`src/rtl/conway_pixel_fetch.sv`:
```
// Streams one frame of Game-of-Life cells from grid memory port B as a pixel stream.
// Reads are throttled so shifter + FIFO + in-flight reads never exceed three words.
module conway_pixel_fetch #(
    parameter int unsigned WORDS_PER_ROW = 64,
    parameter int unsigned ROWS          = 1024,
    parameter int unsigned WORD_BITS     = 20
) (
    input  logic                 clk,
    input  logic                 reset,
    input  logic                 start,
    input  logic                 abort,
    output logic [15:0]          address_b,
    input  logic [WORD_BITS-1:0] q_b,
    input  logic                 wait_request,
    output logic                 pix,
    output logic                 pix_valid,
    input  logic                 pix_ready,
    output logic                 pix_last_in_row,
    output logic                 pix_last_in_frame,
    output logic                 busy,
    output logic                 frame_done
);

    localparam int unsigned COLS = WORDS_PER_ROW * WORD_BITS;
    localparam int unsigned IW   = (WORD_BITS > 1) ? $clog2(WORD_BITS) : 1;
    localparam int unsigned CW   = (COLS > 1) ? $clog2(COLS) : 1;
    localparam int unsigned RW   = (ROWS > 1) ? $clog2(ROWS) : 1;

    localparam logic [IW-1:0] BIT_LAST  = IW'(WORD_BITS - 1);
    localparam logic [CW-1:0] COL_LAST  = CW'(COLS - 1);
    localparam logic [RW-1:0] ROW_LAST  = RW'(ROWS - 1);
    localparam logic [15:0]   ADDR_LAST = 16'(WORDS_PER_ROW * ROWS - 1);

    typedef enum logic [1:0] {IDLE, RUN, DRAIN} state_t;

    state_t               state;
    logic [15:0]          addr;
    logic                 rd_pend;
    logic [WORD_BITS-1:0] fifo_mem [2];
    logic                 fifo_rp;
    logic                 fifo_wp;
    logic [1:0]           fifo_cnt;
    logic [WORD_BITS-1:0] shifter;
    logic                 sh_full;
    logic [IW-1:0]        bit_idx;
    logic [CW-1:0]        col;
    logic [RW-1:0]        row;

    logic       hs;
    logic       at_row_end;
    logic       at_frame_end;
    logic       sh_free;
    logic       load_fifo;
    logic       load_q;
    logic       push;
    logic       issue;
    logic       clear;
    logic [2:0] occupancy;

    always_comb begin
        occupancy    = 3'(sh_full) + 3'(fifo_cnt) + 3'(rd_pend);
        hs           = sh_full && pix_ready;
        at_row_end   = (col == COL_LAST);
        at_frame_end = at_row_end && (row == ROW_LAST);
        // Shifter counts as free when it is empty or its last bit is leaving this cycle.
        sh_free      = !sh_full || (hs && (bit_idx == BIT_LAST));
        load_fifo    = sh_free && (fifo_cnt != 2'd0);
        load_q       = sh_free && (fifo_cnt == 2'd0) && rd_pend;
        push         = rd_pend && !load_q;
        issue        = (state == RUN) && (occupancy < 3'd3) && !wait_request;
        clear        = abort || ((state == IDLE) && start);
    end

    assign address_b         = addr;
    assign pix               = sh_full & shifter[bit_idx];
    assign pix_valid         = sh_full;
    assign pix_last_in_row   = sh_full && at_row_end;
    assign pix_last_in_frame = sh_full && at_frame_end;
    assign busy              = (state != IDLE);

    always_ff @(posedge clk or posedge reset) begin
        if (reset) begin
            state      <= IDLE;
            addr       <= '0;
            rd_pend    <= 1'b0;
            fifo_rp    <= 1'b0;
            fifo_wp    <= 1'b0;
            fifo_cnt   <= '0;
            sh_full    <= 1'b0;
            bit_idx    <= '0;
            col        <= '0;
            row        <= '0;
            frame_done <= 1'b0;
        end else begin
            frame_done <= 1'b0;
            if (clear) begin
                // Abort and start share the flush; abort additionally keeps the block idle.
                state    <= abort ? IDLE : RUN;
                addr     <= '0;
                rd_pend  <= 1'b0;
                fifo_rp  <= 1'b0;
                fifo_wp  <= 1'b0;
                fifo_cnt <= '0;
                sh_full  <= 1'b0;
                bit_idx  <= '0;
                col      <= '0;
                row      <= '0;
            end else begin
                rd_pend <= issue;
                if (issue) begin
                    if (addr == ADDR_LAST) begin
                        state <= DRAIN;
                    end else begin
                        addr <= addr + 16'd1;
                    end
                end
                if (push) begin
                    fifo_wp <= ~fifo_wp;
                end
                if (load_fifo) begin
                    fifo_rp <= ~fifo_rp;
                end
                fifo_cnt <= fifo_cnt + 2'(push) - 2'(load_fifo);
                if (sh_free) begin
                    sh_full <= load_fifo || load_q;
                end
                if (hs) begin
                    bit_idx <= (bit_idx == BIT_LAST) ? '0 : bit_idx + IW'(1);
                    if (at_row_end) begin
                        col <= '0;
                        row <= (row == ROW_LAST) ? '0 : row + RW'(1);
                    end else begin
                        col <= col + CW'(1);
                    end
                    if ((state == DRAIN) && at_frame_end) begin
                        state      <= IDLE;
                        frame_done <= 1'b1;
                    end
                end
            end
        end
    end

    // Data storage needs no reset: validity is tracked by sh_full and the FIFO pointers.
    always_ff @(posedge clk) begin
        if (push) begin
            fifo_mem[fifo_wp] <= q_b;
        end
        if (load_fifo) begin
            shifter <= fifo_mem[fifo_rp];
        end else if (load_q) begin
            shifter <= q_b;
        end
    end

endmodule

```
`config.mk`:
```
export PLATFORM = sky130hd
export DESIGN_NAME = conway_pixel_fetch
export DESIGN_NICKNAME = d
export VERILOG_FILES = /design/src/rtl/conway_pixel_fetch.sv
export SDC_FILE = /design/constraint.sdc
export NUM_CORES = 1
export LEC_CHECK = 0
export CORE_MARGIN = 3
export CORE_UTILIZATION = 30
export CTS_CLUSTER_SIZE = 40
export DETAILED_ROUTE_END_ITERATION = 6
export PLACE_DENSITY = 0.52
export SLEW_MARGIN = 5
export SYNTH_ARGS = -nofsm -noshare
export SYNTH_HDL_FRONTEND = slang
export SYNTH_SLANG_ARGS = --single-unit
```
`constraint.sdc`:
```
create_clock -name clk -period 2.6 [get_ports clk]
set_input_delay 0.26 -clock clk [delete_from_list [all_inputs] [get_ports clk]]
set_output_delay 0.26 -clock clk [all_outputs]
set_load 0.01 [all_outputs]
```
==> metrics.md <==
| Metric | Value |
|---|---|
| RSZ-0062 raised after global routing | `false` |
| Post-synth top flop | `edfxtp_1` |
| CP Buf/Inv Count | `0` |
| Worst path slowest cell | `dfrtp_1` |
| Worst Tran Pin Value | `between 0.6 and 0.7 ns` |
| Fillers | `1632` |
| Die Ht | `~140 um` |
| Crit path DAT | `between 2 and 3 ns` |
| Dominant cell type by area after synthesis | `edfxtp_1` |
| H-tree depth | `3` |
| GRT overflow | `0` |
| DRT antenna net count | `0` |
| Placed Cells incl. Taps | `around 700` |
| Area grow syn2layout | `23.4%` |
| Mux cell area share after synthesis | `7.09%` |
| Psw | `approximately 800 uW` |
| Number of remaining DRC errors | `0` |
| Post-Layout Cell Count | `roughly 720` |
| Fin crit period | `2.45 ns` |
| Post-layout nets | `about 530` |
| Worst hold margin | `between 0.2 and 0.3 ns` |
| Max Freq | `about 410 MHz` |
| Tot GR Track Use | `approximately an eighth` |
| Outcome | `complete, no violations` |
| Worst Hold Class | `input pin to asynchronous set/reset pin` |
| Worst vdd ir | `between 0.4 and 0.5 mV` |
| Critical Path Source Type | `flip-flop` |
| Syn Area/Cell | `11.9 um^2` |
| Cell variety after synth | `52` |
| Mapped Cells | `about 430` |
| Clock Pin Slew Worst Setup and Hold Paths | `around 0.070 ns` |
| Post-synth top cells | `nor2_1 (67), edfxtp_1 (60), dfrtp_1 (51)` |
| Router iterations before antenna repair | `4` |
| Sequential power share | `54.0%` |
| Internal power | `2710 uW` |
| Port bufs | `between 40 and 50` |
| Share of layout cells above drive strength 1 | `12.9%` |
| Final wirelength | `roughly 11000 um` |
| # hold bufs at CTS | `0` |
| Post-synth EDFFs | `60` |
| Register area share after synthesis | `59.7%` |
| Placer congestion estimate | `roughly 0.8` |
| Headroom to the max-slew limit | `57.2%` |
| Die Area | `~19000 um^2` |
| Switching share of power | `22.4%` |
| Pre-CTS setup slack | `between 0.09 and 0.1 ns` |
| Crit-path leading delay family | `simple AND/OR/NAND/NOR gates` |
| Cell Area, Synth | `between 5000 and 6000 um^2` |
| Worst setup margin | `0.150 ns` |
| Clock Path Buffers | `2` |
| Setup_tns | `0 ns` |
| Top cell type's share of synthesized area | `a little over a third` |
| Slowest cell delay on critical path | `around 0.45 ns` |
| Die width | `137 um` |
| Main area contributors after synthesis | `edfxtp_1 (35%), dfrtp_1 (25%), nor2_1 (4.9%), mux2i_1 (4.5%), a21oi_1 (3.1%)` |
| Post-DP HPWL | `between 7000 and 8000 um` |
| Largest net degree at the start of global routing | `42` |
| Adder and majority gate portion of the synthesized area | `2.09%` |
| Placement Rows | `47` |
| CP required | `roughly 2.9 ns` |
| Crit path cell chain | `fa_1 -> ha_1 -> nor4b_4 -> nand4_4 -> or3_1 -> nor2b_1 -> a211oi_1` |
| Simple-Gate Fraction of Synth Area | `16.8%` |
| Wirelength per Cell | `approximately 15 um` |
| Comb pwr share | `between 5 and 6%` |
| Clock latency on the worst-skew pair | `0.36 ns` |
| Iteration-0 DRC Markers | `186` |
| Main combinational cell family by area after synthesis | `simple AND/OR/NAND/NOR gates` |
| FF+latch area | `a little over 3000 um^2` |
| Initial core utilization | `between 30% and 40%` |
| XOR/XNOR Fraction of Synth Area | `under 10%` |
| Placeable Area | `16700 um^2` |
| Max_cap viols | `0` |
| I/O pins | `48` |
| Initial antenna violation count | `0` |
| Asr flop ratio synth | `between 40% and 50%` |
| CP Class | `flip-flop to flip-flop` |
| Vias in the first global route | `about 3.4k` |
| Worst Path Max Fanout | `9` |
| Clk pwr share | `roughly 40%` |
| Post-route clock period utilization | `94.2%` |
| Total CTS buffers | `9` |
| #FFs+latches synth | `111` |
| CTS tree | `built` |
| DR vias | `3476` |
| Synth warn | `0` |
| Most frequent cell after synthesis | `nor2_1` |
| Final setup viols | `0` |
| Root Buffer | `clkbuf_16` |
| # diodes | `0` |
| Final core occ | `38.1%` |
| Avg Vias per Cell | `roughly 4.8` |
| PD cells | `around 550 nW/um^2` |
| Mapped Nets | `466` |
| Leakage power | `0.00231 uW` |
| Final clock skew | `roughly 0.0086 ns` |
| Pins Over Slew Limit | `0` |
| Crit. End Element | `flip-flop` |
| Clock sink count | `approximately 110` |
| First-pass GRT wire length | `17700 um` |
| Multi-input logic area | `just over 2000 um^2` |
| Compound-Gate Fraction of Synth Area | `7.84%` |
| Final Hold Violating Endpoints | `0` |
-- per-layer routing --
layer	GRT usage [%]	up-vias	share of wire, %
met5	0	-	0
li1	-	1708	-
met1	16.0	1682	48
met3	4.01	9	5.4
met2	18.9	77	46
met4	2.83	0	1.4
-- cells by family (layout without fill, tap and decap cells) --
| kind of cell | Yosys count | count (layout) |
|---|---|---|
| flip-flops | 111 | 111 |
| XOR/XNOR | 26 | 26 |
| multiplexers | 30 | 30 |
| AO/OA/AOI/OAI | 62 | 62 |
| buffers and inverters | 25 | 90 |
| AND/OR/NAND/NOR | 170 | 170 |
| adder cells (fa/ha/maj) | 8 | 8 |
-- layout make-up --
class | instances | share of cell area [%]
inverter | 10 | 0.590
clock buffer | 9 | 3.54
multi-input combinational | 296 | 31.8
timing repair buffer | 65 | 10.1
sequential | 111 | 48.4
tap | 220 | 4.33
clock inverter | 6 | 1.18
-- power groups by stage --
stage | Combinational, uW | Sequential, uW | Clock (uW)
final | 188 | 1890 | 1420
after global routing | 210 | 1890 | 1530
after CTS | 193 | 1890 | 1470
after detailed placement | 191 | 1930 | 0
after global placement | 187 | 1920 | 0
after floorplan | 95.8 | 1920 | 0
-- placed cells by master (no fill, tap or decap), types with 10 or more instances in the layout --
cell type / n
xnor2_1: 16
dfrtp_1: 48
edfxtp_1: 60
clkdlybuf4s50_1: 46
buf_4: 15
nand2_1: 26
xor2_1: 10
a21oi_1: 32
nor2_1: 64
mux2i_1: 23
nand3_1: 18
-- registers in the layout, indices dropped and copies added (netlist names) --
signal,count
address_b,16
bit_idx,5
col,11
fifo_cnt,2
fifo_mem,40
fifo_rp,1
fifo_wp,1
frame_done,1
pix_valid,1
rd_pend,1
row,10
shifter,20
state,2
-- worst reg2reg max path: stages (launching register included) --
cell	delay, ns
dfrtp_1	0.45
fa_1	0.40
ha_1	0.22
nor4b_4	0.31
nand4_4	0.20
or3_1	0.38
nor2b_1	0.15
a211oi_1	0.23
-- stage by stage --
stage | instance area, um^2 | power [uW]
3_3_place_gp | 5990 | 2110
2_1_floorplan | 5160 | 2020
3_5_place_dp | 5990 | 2120
4_1_cts | 6330 | 3540
6_report | 6360 | 3500
5_1_grt | 6360 | 3630
-- timing repair --
item / in CTS / in global routing
setup endpoints to repair: 3 / 4
setup buffers: 3 / 0
pin swaps: 1 / 1
resized for setup: 4 / 7
-- worst paths after layout --
path / startpoint / to / slack (ns) / cells past startpoint
min in group clk: q_b[4] / fifo_mem[0][4] / 0.51 / 1
min reg2reg: col[10] / col[10] / 0.52 / 1
max reg2reg: fifo_cnt[0] / state[1] / 0.15 / 7
max: fifo_cnt[0] / state[1] / 0.15 / 7
max in group asynchronous: reset / col[0] / 1.74 / 3
min: reset / frame_done / 0.29 / 2
No activity file was read; power rests on OpenSTA's default activity.
